[src/rtl/eight_to_thirty_two.sv]
// Byte-to-word assembler: one start strobe, then four bytes MSB first, rebuilt into a 32-bit word.
// Optional saturating completed-word counter compiled in with E2T_WORD_CNT_EN.
//
// state | meaning
// IDLE  | waiting for rx_start
// B0    | capturing bits 31:24
// B1    | capturing bits 23:16
// B2    | capturing bits 15:8
// B3    | capturing bits 7:0, loading data_out
module eight_to_thirty_two (
    input  logic        div_8_clk,
    input  logic        rst_n,
    input  logic        rx_start,
    input  logic [7:0]  data_in,
    input  logic        err_clr,
    output logic [31:0] data_out,
    output logic        data_valid,
    output logic        busy,
    output logic        err_overlap,
    output logic [15:0] word_cnt
);

    typedef enum logic [2:0] {
        IDLE = 3'd0,
        B0   = 3'd1,
        B1   = 3'd2,
        B2   = 3'd3,
        B3   = 3'd4
    } state_t;

    state_t      state;
    state_t      state_nxt;
    logic [31:0] asm_buf;
    logic        load;
    logic        set_err;

    always_ff @(posedge div_8_clk or negedge rst_n) begin
        if (!rst_n) begin
            state <= IDLE;
        end else begin
            state <= state_nxt;
        end
    end

    always_comb begin
        state_nxt = state;
        case (state)
            IDLE:    state_nxt = rx_start ? B0 : IDLE;
            B0:      state_nxt = B1;
            B1:      state_nxt = B2;
            B2:      state_nxt = B3;
            B3:      state_nxt = IDLE;
            default: state_nxt = IDLE;
        endcase
    end

    always_comb begin
        busy    = (state != IDLE);
        load    = (state == B3);
        set_err = rx_start && (state != IDLE);
    end

    // Overlapping strobes only raise the flag; the word in flight is unaffected.
    always_ff @(posedge div_8_clk or negedge rst_n) begin
        if (!rst_n) begin
            asm_buf     <= 32'h0;
            data_out    <= 32'h0;
            data_valid  <= 1'b0;
            err_overlap <= 1'b0;
        end else begin
            data_valid <= load;
            case (state)
                B0:      asm_buf[31:24] <= data_in;
                B1:      asm_buf[23:16] <= data_in;
                B2:      asm_buf[15:8]  <= data_in;
                default: asm_buf        <= asm_buf;
            endcase
            if (load) begin
                data_out <= {asm_buf[31:8], data_in};
            end
            if (set_err) begin
                err_overlap <= 1'b1;
            end else if (err_clr) begin
                err_overlap <= 1'b0;
            end
        end
    end

`ifdef E2T_WORD_CNT_EN
    logic [15:0] word_cnt_q;

    always_ff @(posedge div_8_clk or negedge rst_n) begin
        if (!rst_n) begin
            word_cnt_q <= 16'h0;
        end else if (load && (word_cnt_q != 16'hFFFF)) begin
            word_cnt_q <= word_cnt_q + 16'd1;
        end
    end

    assign word_cnt = word_cnt_q;
`else
    assign word_cnt = 16'h0;
`endif

endmodule

[config.mk]
export PLATFORM = sky130hd
export DESIGN_NAME = eight_to_thirty_two
export DESIGN_NICKNAME = d
export VERILOG_FILES = /design/src/rtl/eight_to_thirty_two.sv
export SDC_FILE = /design/constraint.sdc
export NUM_CORES = 1
export LEC_CHECK = 0
export CORE_MARGIN = 1
export CORE_UTILIZATION = 45
export DETAILED_ROUTE_END_ITERATION = 8
export HOLD_SLACK_MARGIN = 0.05
export PLACE_DENSITY = 0.75
export SYNTH_ARGS = -nofsm -noshare
export SYNTH_HDL_FRONTEND = slang
export SYNTH_SLANG_ARGS = --single-unit
export TNS_END_PERCENT = 20
[constraint.sdc]
create_clock -name div_8_clk -period 4.2 [get_ports div_8_clk]
set_input_delay 0.84 -clock div_8_clk [delete_from_list [all_inputs] [get_ports div_8_clk]]
set_output_delay 0.84 -clock div_8_clk [all_outputs]
set_load 0.05 [all_outputs]
**Word level (Yosys, flattened, before mapping)**

Cells that the tools add are included.
W data, S select, Z words.

- Output and inout bits: 51
- Word-level logic and storage cells: 19
- Register bits after elaboration: 61
- Input bits: 12

- Muxes and demuxes: 4
- Eq/ne operators: 4
- Reductions and logical operators: 4

Operators with widths:

| kind | count |
|---|---|
| $pmux W3 S4 | 1 |
| $eq A3 B2 Y1 const B | 2 |
| $eq A3 B1 Y1 const B | 1 |
| $eq A3 B3 Y1 const B | 1 |
| $logic_not A3 Y1 | 1 |
| $mux W1 | 3 |
| $reduce_bool A3 Y1 | 1 |
| $reduce_bool A2 Y1 | 1 |
| $logic_and A1 B1 Y1 | 1 |

**Logic depth before layout (Yosys ltp)**

- Word-level depth: 3
- Mapped depth: 4
- Gate-level depth less buffers: 2

**Worst setup path after synthesis**

OpenSTA, ideal clock, no wires.

- Kind: register to output
- Start: register state[2]
- End: output busy
- Data required time: 3.360 ns
- Cell stages (with the launch flop): 3
- Data arrival time: 1.092 ns
- Path slack: 2.268 ns
- Path buffers: 1
- Cells stage by stage: dfrtp_1 > buf_4 > or3_1

- Longest elaborated chain between the ends: 1

Ends and longest elaborated chain:

| item | line | RTL |
|---|---|---|
| start, declared | 31 | `state_t state;` |
| start signal, assigned | 41 | `state <= state_nxt;` |
| $reduce_bool A3 Y1 | 58 | `busy = (state != IDLE);` |
| end, declared | 18 | `output logic busy,` |

Every way passes these cells.

**Worst setup path after layout**

Same ends and word-level chain as after synthesis.

==> impl.org <==
** Status
- The run finished with clean final reports.

** Finish
- Combined flip-flop and latch cell area :: about 1500 sq um
- Compared with the post-synthesis result, the final layout area differs by 26.7%.
- The multi-input combinational cells in the finished layout cover a total of between 700 and 800 sq um.
- 0 antenna diodes ended up in the layout.
- Share of cells above drive strength 1 :: 34.9%
- Most used cells in the layout excluding fill and tap cells :: sky130_fd_sc_hd__dfrtp_1, sky130_fd_sc_hd__mux2_2, sky130_fd_sc_hd__clkdlybuf4s50_1
- Most common cell after layout, fill and taps aside :: sky130_fd_sc_hd__dfrtp_1
- Filler instances :: 414
- Once layout is done, the placed cells without fillers occupy a little over 3000 sq um.
- Nets :: about 220

** Critical path
- Type of the worst setup path :: reg2out
- Maximum fanout along the worst path :: 7
- Delay of the slowest critical-path stage :: 0.72 ns
- Setup slack on the worst reg-to-reg path comes out at roughly 2.5 ns.
- In this run the worst setup path begins at state[2].
- Measured in cells, the most critical reg-to-reg path has a length of 3.
- At the worst endpoint, the required time is between 3 and 4 ns.
- Critical Path Slowest Stage Cell :: sky130_fd_sc_hd__clkdlybuf4s50_1
- Critical Path Sink Type :: output pin
- Arrival time of the worst setup path :: slightly below 2 ns
- Critical-path cell list :: or3_1 > clkdlybuf4s50_1
- The worst setup path is launched from a flop.
- The critical path ends at busy.
- Launch instance of the worst register-to-register path :: state[2]
- The worst register-to-register path ends at data_out[8].

** Timing
- Final worst path period need :: 2.79 ns
- Setup violations remaining at the end of the flow were counted as 0.
- Actual transition at the worst max-transition pin :: between 0.7 and 0.8 ns
- Timing would allow up to 358 MHz.
- Setup TNS :: 0 ns
- The worst pin sits at a relative slew slack of roughly 50%.
- Across the routed clock network, the largest skew measured is approximately 0.0037 ns.
- Post-route clock period utilization :: between 60 and 70%
- The total count of max-transition violations in the final report came to 0.
- Final Hold Viols :: 0
- Setup repair after global routing left no endpoint under its margin.

** CTS
- H-tree level count :: 3
- Number of setup buffers added after CTS :: 0
- Clock-pin slew was measured on the worst setup and hold paths at ~0.06 ns.
- Post-CTS Hold Fix Bufs :: 0
- The clock reaches the later pin of the worst-skew pair after roughly 0.33 ns.
- Gates resized during post-CTS repair numbered 0.
- Clock tree synthesis selected as its root buffer the cell sky130_fd_sc_hd__clkbuf_8.
- Number of sinks on the clock net :: 61
- The clock passes through at most 2 buffers.
- CTS tree :: built
- CTS Buf Count :: 9

** Route
- Average vias per placed instance :: roughly 4.8
- In this run the remaining antenna-violating nets after routing total 0.
- Length of the first detailed-routing pass in iterations :: 4
- For this run, design rule violations remaining after detail routing come to 0.
- Wires add up to 4140 microns.
- Detailed-route wire length per cell :: between 10 and 15 microns
- Number of vias in the routed layout :: 1333
- The first routing iteration left 38 violations.

** Worst hold path
- In this run the worst hold path is classified as reg2reg.
- Counting instances, the worst hold path has a depth of 1.
- The worst hold path begins at data_out[22].

** Floorplanning
- Die H :: around 76 microns
- Placement Rows :: 26
- In this run the horizontal extent of the chip is about 76 microns.
- Count of boundary I/O pins :: 63
- The core region is 5170 sq um.
- The floorplan step defined a die boundary enclosing 5730 sq um.
- Starting density of the core :: around 47%

** Logic synthesis
- After synthesis, flip-flops and latches occupy between 60% and 70% of the total area.
- For this run, the number of Yosys warnings is 0.
- Post-synthesis cell count :: about 150
- Yosys mapped the design onto 15 distinct sky130hd cell types.
- Number of storage elements in the synthesis netlist :: between 60 and 70
- Of all cell types, the one taking the most synthesized area is sky130_fd_sc_hd__dfrtp_1.
- Syn Area/Cell :: about 16 sq um
- Top-area cell type share of the netlist area :: 62.5%
- In this run the cell area of the synthesized design comes to approximately 2400 sq um.
- By area the synthesized netlist is led by sky130_fd_sc_hd__dfrtp_1, sky130_fd_sc_hd__mux2_2, sky130_fd_sc_hd__buf_4.

** Global routing
- Via count of the first global-routing pass :: about 1400
- Summed over all layers, the global routing overflow is 0.
- Global routing consumed, over all layers together, 16.9% of the routing resources.
- Pin count of the biggest net entering global routing :: a little over 60
- The first global-routing pass estimated around 6800 microns of wire.
- The number of antenna violations at the first check in global routing was 0.

** Place
- Routability-driven placement finished with a final weighted congestion of about 0.74.
- The placed instances occupy a cell area of a little under 3000 sq um.
- Half-perimeter wire length of the detailed placement result :: around 2700 microns
- Port buffer count :: 46

** Job
- Count of maximum capacitance violations :: 0
-- synth_stat cells (all sizes together) --
library cell  count
xnor2             1
a22o              1
nor3b             3
buf              22
dfrtp            61
conb              1
nand3b            1
nor3              1
inv               2
mux2             56
nor2              2
or3               1
-- registers in the layout, summed over array words and instances (netlist names) --
| register | cells |
|---|---|
| data_out | 32 |
| data_valid | 1 |
| state | 3 |
| asm_buf | 24 |
| err_overlap | 1 |
-- layout make-up --
type	instances	share of cell area (%)
Clock buffer	13	5.46
Sequential cell	61	49.3
Inverter	2	0.243
Tap cell	70	2.83
Timing Repair Buffer	48	15.2
Multi-Input combinational cell	82	25.6
Clock inverter	3	1.37
-- cell families after synthesis --
logic type	after synthesis	share of synthesized area, %
other	1	0.154
XOR/XNOR	1	0.359
AND/OR/NAND/NOR	8	3.38
buffers and inverters	24	7.43
multiplexers	56	25.8
flip-flops	61	62.5
AO/OA/AOI/OAI	1	0.359
-- worst max-delay path, delay by kind of cell (launching register included) --
family,cells,cell delay [ns]
buf+inv,1,0.72
simple gates,1,0.43
flops,1,0.48
-- metal layers --
metal	vias up	wire length (microns)	track usage, %
met5	-	0	0
met4	0	50	8.02
met1	679	1780	21.3
li1	599	-	-
met3	6	289	6.35
met2	49	2030	26.0
-- how the worst min path moves through the flow --
stage and end:
2_1_floorplan data_out[14], 4_1_cts data_out[14], 6_report data_out[22], 3_3_place_gp data_out[5], 5_1_grt asm_buf[8], 3_5_place_dp data_out[22]
-- through the flow --
stage	worst slack [ns]	util, %	hold WS [ns]	cells
CTS	1.38	59.8	0.493	279
finish	1.41	59.8	0.484	279
floorplan	2.27	-	0.459	167
detailed placement	1.74	55.7	0.477	263
global placement	1.79	55.7	0.470	263
global route	1.33	59.8	0.519	279
Power is left out: the tool's default activity adds up to more than one toggle a clock period on the data nets, which glitch-free logic cannot reach.
